$ cat src/rtl/demod_pkg.sv
// Shared types, Q-format constants and the saturating add helper for the
// streaming correlator. sat_add is only referenced when DEMOD_SAT_EN is defined.
package demod_pkg;

   localparam int FRAC_W_DEF = 16;

   typedef enum logic [1:0] {
      ACC   = 2'd0,
      DRAIN = 2'd1,
      OUT   = 2'd2
   } state_t;

   // 1.0 in a Q format with frac_w fractional bits, held in 64 bits.
   function automatic logic signed [63:0] q_one(input int frac_w);
      return 64'sd1 <<< frac_w;
   endfunction

   localparam logic signed [63:0] ONE_Q     = q_one(FRAC_W_DEF);
   localparam logic signed [63:0] NEG_ONE_Q = -ONE_Q;

   // Adds two sign-extended w-bit values and clamps to the w-bit signed range.
   // Bit 64 of the result flags that a clamp happened; w must not exceed 64.
   function automatic logic [64:0] sat_add(input logic signed [63:0] a,
                                           input logic signed [63:0] b,
                                           input int w);
      logic signed [64:0] sum;
      logic signed [64:0] hi;
      logic signed [64:0] lo;
      logic [64:0]        res;
      sum = {a[63], a} + {b[63], b};
      hi  = (65'sd1 <<< (w - 1)) - 65'sd1;
      lo  = -(65'sd1 <<< (w - 1));
      if (sum > hi)      res = {1'b1, hi[63:0]};
      else if (sum < lo) res = {1'b1, lo[63:0]};
      else               res = {1'b0, sum[63:0]};
      return res;
   endfunction

endpackage

$ cat src/rtl/demod_mac.sv
// Two-stage multiply/shift/accumulate datapath. Stage 1 registers the scaled
// product on an accept, stage 2 folds it into the accumulator one cycle later.
// acc_next/sat_next are exposed so the owner can capture the value that
// includes the final product on the same edge it lands.
// Optional build macro: DEMOD_SAT_EN (saturating add with sticky flag).
module demod_mac
   import demod_pkg::*;
#(
   parameter int DATA_W = 32,
   parameter int FRAC_W = 16,
   parameter int ACC_W  = 48
) (
   input  logic              clk,
   input  logic              reset,
   input  logic              en,
   input  logic [DATA_W-1:0] a,
   input  logic [DATA_W-1:0] b,
   input  logic              clr,
   output logic [ACC_W-1:0]  acc_next,
   output logic              sat_next
);

   localparam int PW = 2 * DATA_W;

   logic [ACC_W-1:0] prod_q;
   logic             prod_vld;
   logic [ACC_W-1:0] acc;
   logic             sat;

   // Stage 1: full-width signed product, floor shift, resize to accumulator width.
   always_ff @(posedge clk or posedge reset) begin
      if (reset) begin
         prod_q   <= '0;
         prod_vld <= 1'b0;
      end else begin
         prod_vld <= en;
         if (en) prod_q <= ACC_W'((PW'($signed(a)) * PW'($signed(b))) >>> FRAC_W);
      end
   end

`ifdef DEMOD_SAT_EN
   logic [64:0] sum_sat;

   // Stage 2 next value: clamped add with sticky saturation flag.
   always_comb begin
      acc_next = acc;
      sat_next = sat;
      sum_sat  = '0;
      if (clr) begin
         acc_next = '0;
         sat_next = 1'b0;
      end else if (prod_vld) begin
         sum_sat  = sat_add(64'($signed(acc)), 64'($signed(prod_q)), ACC_W);
         acc_next = ACC_W'(sum_sat[63:0]);
         sat_next = sat | sum_sat[64];
      end
   end
`else
   // Stage 2 next value: plain wrapping add, no saturation tracking.
   always_comb begin
      acc_next = acc;
      sat_next = 1'b0;
      if (clr)           acc_next = '0;
      else if (prod_vld) acc_next = acc + prod_q;
   end
`endif

   // Stage 2 accumulator and flag registers.
   always_ff @(posedge clk or posedge reset) begin
      if (reset) begin
         acc <= '0;
         sat <= 1'b0;
      end else begin
         acc <= acc_next;
         sat <= sat_next;
      end
   end

endmodule

$ cat src/rtl/demod_corr_stream.sv
// Streaming correlator: multiplies each accepted segment by a programmable
// per-index reference, accumulates SEG_N products and presents one symbol
// (accumulator, threshold decision, saturation flag) per valid/ready handshake.
// Optional build macro: DEMOD_SAT_EN (saturating accumulator, out_sat live).
//
//   state | meaning
//   ACC   | accepting segments, seg_idx selects the reference
//   DRAIN | last product lands in the accumulator, result captured
//   OUT   | symbol presented, waiting for out_ready
module demod_corr_stream
   import demod_pkg::*;
#(
   parameter int DATA_W = 32,
   parameter int FRAC_W = 16,
   parameter int SEG_N  = 10,
   parameter int ACC_W  = 48
) (
   input  logic                     clk,
   input  logic                     reset,
   input  logic                     in_valid,
   output logic                     in_ready,
   input  logic [DATA_W-1:0]        in_data,
   input  logic                     ref_we,
   input  logic [$clog2(SEG_N)-1:0] ref_addr,
   input  logic [DATA_W-1:0]        ref_wdata,
   input  logic [ACC_W-1:0]         thresh,
   output logic                     out_valid,
   input  logic                     out_ready,
   output logic [ACC_W-1:0]         out_acc,
   output logic                     out_bit,
   output logic                     out_sat
);

   localparam int AW = $clog2(SEG_N);
   localparam logic [63:0] POS64 = q_one(FRAC_W);
   localparam logic [63:0] NEG64 = -POS64;
   localparam logic [DATA_W-1:0] REF_POS = POS64[DATA_W-1:0];
   localparam logic [DATA_W-1:0] REF_NEG = NEG64[DATA_W-1:0];

   state_t            state;
   logic [AW-1:0]     seg_idx;
   logic [DATA_W-1:0] ref_tbl [SEG_N];
   logic              accept;
   logic              clr;
   logic [ACC_W-1:0]  acc_next;
   logic              sat_next;

   assign accept = in_valid && in_ready;
   assign clr    = out_valid && out_ready;

   // Reference table: alternating +1.0/-1.0 after reset, writable at any time.
   // The multiplier reads the registered entry, so a same-cycle write is seen next time.
   always_ff @(posedge clk or posedge reset) begin
      if (reset) begin
         for (int k = 0; k < SEG_N; k++) ref_tbl[k] <= (k % 2 == 0) ? REF_POS : REF_NEG;
      end else if (ref_we && (int'(ref_addr) < SEG_N)) begin
         ref_tbl[ref_addr] <= ref_wdata;
      end
   end

   demod_mac #(
      .DATA_W (DATA_W),
      .FRAC_W (FRAC_W),
      .ACC_W  (ACC_W)
   ) u_mac (
      .clk      (clk),
      .reset    (reset),
      .en       (accept),
      .a        (in_data),
      .b        (ref_tbl[seg_idx]),
      .clr      (clr),
      .acc_next (acc_next),
      .sat_next (sat_next)
   );

   // Symbol sequencing with registered handshake and result outputs.
   always_ff @(posedge clk or posedge reset) begin
      if (reset) begin
         state     <= ACC;
         seg_idx   <= '0;
         in_ready  <= 1'b1;
         out_valid <= 1'b0;
         out_acc   <= '0;
         out_bit   <= 1'b0;
         out_sat   <= 1'b0;
      end else begin
         case (state)
            ACC: begin
               if (accept) begin
                  if (seg_idx == AW'(SEG_N - 1)) begin
                     seg_idx  <= '0;
                     in_ready <= 1'b0;
                     state    <= DRAIN;
                  end else begin
                     seg_idx <= seg_idx + 1'b1;
                  end
               end
            end
            DRAIN: begin
               out_acc   <= acc_next;
               out_bit   <= $signed(acc_next) > $signed(thresh);
               out_sat   <= sat_next;
               out_valid <= 1'b1;
               state     <= OUT;
            end
            OUT: begin
               if (out_ready) begin
                  out_valid <= 1'b0;
                  in_ready  <= 1'b1;
                  state     <= ACC;
               end
            end
            default: state <= ACC;
         endcase
      end
   end

endmodule

$ cat config.mk
export PLATFORM = sky130hd
export DESIGN_NAME = demod_corr_stream
export DESIGN_NICKNAME = d
export VERILOG_FILES = /design/src/rtl/demod_pkg.sv /design/src/rtl/demod_mac.sv /design/src/rtl/demod_corr_stream.sv
export SDC_FILE = /design/constraint.sdc
export NUM_CORES = 2
export LEC_CHECK = 0
export CORE_MARGIN = 2
export CORE_UTILIZATION = 32
export DETAILED_ROUTE_END_ITERATION = 6
export PLACE_DENSITY_LB_ADDON = 0.1
export SLEW_MARGIN = 0
export SYNTH_ARGS = -nofsm -noshare
export SYNTH_HDL_FRONTEND = slang
export SYNTH_SLANG_ARGS = --single-unit
export TNS_END_PERCENT = 30
$ cat constraint.sdc
create_clock -name clk -period 23.2 [get_ports clk]
set_clock_uncertainty 0.2 [all_clocks]
set_input_delay 4.64 -clock clk [delete_from_list [all_inputs] [get_ports clk]]
set_output_delay 4.64 -clock clk [all_outputs]
set_load 0.03 [all_outputs]
==> flow_metrics.env <==
export IMPL_crit_cells=28
export IMPL_pre_cts_ws_ns=9.36
export IMPL_status="complete, no violations"
export IMPL_io_buffers=171
export IMPL_avgSynthCellArea_sq_um=10.4
export IMPL_synthTopCellsByArea="fa_1 (36%), dfrtp_1 (16%), inv_1 (6.6%)"
export IMPL_grt_start_max_net_pins=141
export IMPL_synth_simple_area_share_pct=11.9
export IMPL_ctsResizeCount=0
export IMPL_synth_area_sq_um=59400
export IMPL_cp_end_kind="register"
export IMPL_synth_top_area_share_pct=36.5
export IMPL_cts_buffer_depth=3
export IMPL_grt_overflow=0
export IMPL_cts_hold_buf=0
export IMPL_routed_wirelength_um=183000
export IMPL_seq_area_frac_synth_pct=20.2
export IMPL_endpoint="u_mac.prod_q[47]$_DFFE_PP0P_"
export IMPL_dp_hpwl_um=131000
export IMPL_synth_top_family_by_area="adder cells"
export IMPL_required_ns=23.56
export IMPL_synthMuxAreaShare_pct=10.2
export IMPL_crit_type="input pin to register"
export IMPL_detail_route_antenna_nets=0
export IMPL_rows=158
export IMPL_min_from="out_acc[14]$_DFFE_PP0P_"
export IMPL_grt_total_usage_pct=19.7
export IMPL_finalMaxSlewViolations=0
export IMPL_arrival_ns=13.40
export IMPL_synth_cell_type_count=73
export IMPL_via_per_inst=4.80
export IMPL_synth_compound_area_share_pct=5.14
export IMPL_cts_setup_buffers=0
export IMPL_start_util_pct=32.1
export IMPL_r2r_start="seg_idx[3]$_DFFE_PP0P_"
export IMPL_post_route_drc_count=0
export IMPL_fin_crit_sh_pct=56.2
export IMPL_critical_path_top_delay_family="adder cells"
export IMPL_hold_class="register to register"
export IMPL_place_congestion=0.803
export IMPL_synth_xor_xnor_area_share_pct=1.55
export IMPL_first_global_vias=44700
export IMPL_synth_edf_count=0
export IMPL_syn_inst=5712
export IMPL_worst_slack_ns=10.16
export IMPL_rsz0062_at_grt="no"
export IMPL_clock_latency_ns=0.69
export IMPL_nets=7178
export IMPL_tightest_slew_ns=1.08
export IMPL_worstPathMaxFanout=32
export IMPL_maxCapViolations=0
export IMPL_synth_ff_type="dfrtp_1"
export IMPL_synthArstFlopShare_pct=100
export IMPL_firstDrtPassIters=7
export IMPL_slew_headroom_pct=27.8
export IMPL_area_growth_pct=11.4
export IMPL_cts_buffers=59
export IMPL_worstSetupStartpoint="in_data[31]"
export IMPL_ioPinCount=173
export IMPL_start_kind="input pin"
export IMPL_synth_largest_area_cell="fa_1"
export IMPL_yosysMostFrequentCell="fa_1"
export IMPL_htree_levels=2
export IMPL_antenna_found_initial=4
export IMPL_r2r_setup_slack_ns=12.10
export IMPL_cts_tree="yes"
export IMPL_worstReg2RegEnd="u_mac.prod_q[47]$_DFFE_PP0P_"
export IMPL_synth_seq_cells=474
export IMPL_fin_hold_ws_ns=0.276
export IMPL_synthTopCellsByCount="fa_1 (1,082), inv_1 (1,049), nand2_1 (656), and2_1 (461), dfrtp_1 (388)"
export IMPL_cts_num_sinks=474
export IMPL_drt_iter0_drc=1495
export IMPL_path_buf_inv=9
export IMPL_clk_pin_slew_worst_paths_ns=0.06
export IMPL_synth_adder_area_share_pct=42.3
export IMPL_wl_per_cell_um=22.2
export IMPL_tns_ns=0
export IMPL_vias=39500
export IMPL_finalSetupViolations=0
export IMPL_cp_slowest_stage_delay_ns=0.87
export IMPL_dieArea_sq_um=189000
export IMPL_fin_cells=8239
export IMPL_die_h_um=435
export IMPL_slowest_stage="fa_1"
export IMPL_synth_nets=7190
export IMPL_cp_common_cell="fa_1"
export IMPL_cts_root_buf="clkbuf_16"
export IMPL_grt_pass1_wl_um=283000
export IMPL_ff2ff_path_depth=31
export IMPL_core_area_sq_um=185000
export IMPL_period_needed_ns=13.04
export IMPL_fp_dieW_um=435
export IMPL_drive_above_1_share_pct=13.2
export IMPL_place_inst=8119
export IMPL_final_hold_viol_count=0
export IMPL_yosys_warnings=0
export IMPL_clock_fmax_mhz=76.7
cell usage in the layout, fill, tap and decap left out, types with 78 or more instances in the layout:
| cell | count |
|---|---|
| dfstp_2 | 86 |
| inv_1 | 1048 |
| ha_1 | 275 |
| nor2b_1 | 78 |
| mux2_2 | 328 |
| and2_1 | 460 |
| nand2_1 | 653 |
| buf_4 | 86 |
| o21ai_0 | 78 |
| clkdlybuf4s50_1 | 164 |
| dfrtp_1 | 384 |
| nor2_1 | 107 |
| fa_1 | 1082 |
| a21oi_1 | 120 |
| mux2i_1 | 94 |
per-stage QoR:
stage,area (sq um),util [%]
finish,66100,35.8
global route,66100,35.8
CTS,66100,35.8
detailed placement,63900,34.6
global placement,63900,34.6
floorplan,59400,-
sequential cells by signal (all words and copies together), names as in the netlist:
register        cells
in_ready            1
out_acc            48
out_bit             1
out_valid           1
ref_tbl           320
seg_idx             4
state               2
u_mac.acc          48
u_mac.prod_q       48
u_mac.prod_vld      1
layout make-up:
| cell class | instances | area (sq um) |
|---|---|---|
| Clock buffer | 83 | 1770 |
| Fill cell | 18800 | 119000 |
| Inverter | 1051 | 3950 |
| Sequential cell | 474 | 12000 |
| Multi-Input combinational cell | 3856 | 42500 |
| Antenna cell | 8 | 20.0 |
| Clock inverter | 29 | 483 |
| Tap cell | 2480 | 3100 |
| Timing Repair Buffer | 258 | 2340 |
cells by family after synthesis:
group           after synthesis
buf+inv                    1382
other cells                   1
mux                         484
simple gates               1440
flops                       474
xor+xnor                    105
compound gates              469
fa+ha+maj                  1357
worst min-delay path: stages (launching register included):
cell     delay [ns]
dfrtp_1        0.34
nand2_1        0.05
o21ai_0        0.06
per-layer routing:
metal  part of all wire (%)  global-route usage (%)
met5                 0.0071                       0
met4                    1.6                    3.45
met3                    2.6                    1.98
met2                     53                    36.2
met1                     43                    25.1
worst min-delay path by stage:
stage                                   endpoint  depth (start not counted)  slack, ns
floorplan           u_mac.prod_q[17]$_DFFE_PP0P_                          2       0.24
global placement          out_acc[4]$_DFFE_PP0P_                          2       0.26
detailed placement       out_acc[18]$_DFFE_PP0P_                          2       0.27
CTS                      out_acc[14]$_DFFE_PP0P_                          2       0.28
global route             out_acc[33]$_DFFE_PP0P_                          2       0.30
finish                   out_acc[14]$_DFFE_PP0P_                          2       0.28
Power is left out: the tool's default activity adds up to more than one toggle a clock period on the data nets, which glitch-free logic cannot reach.
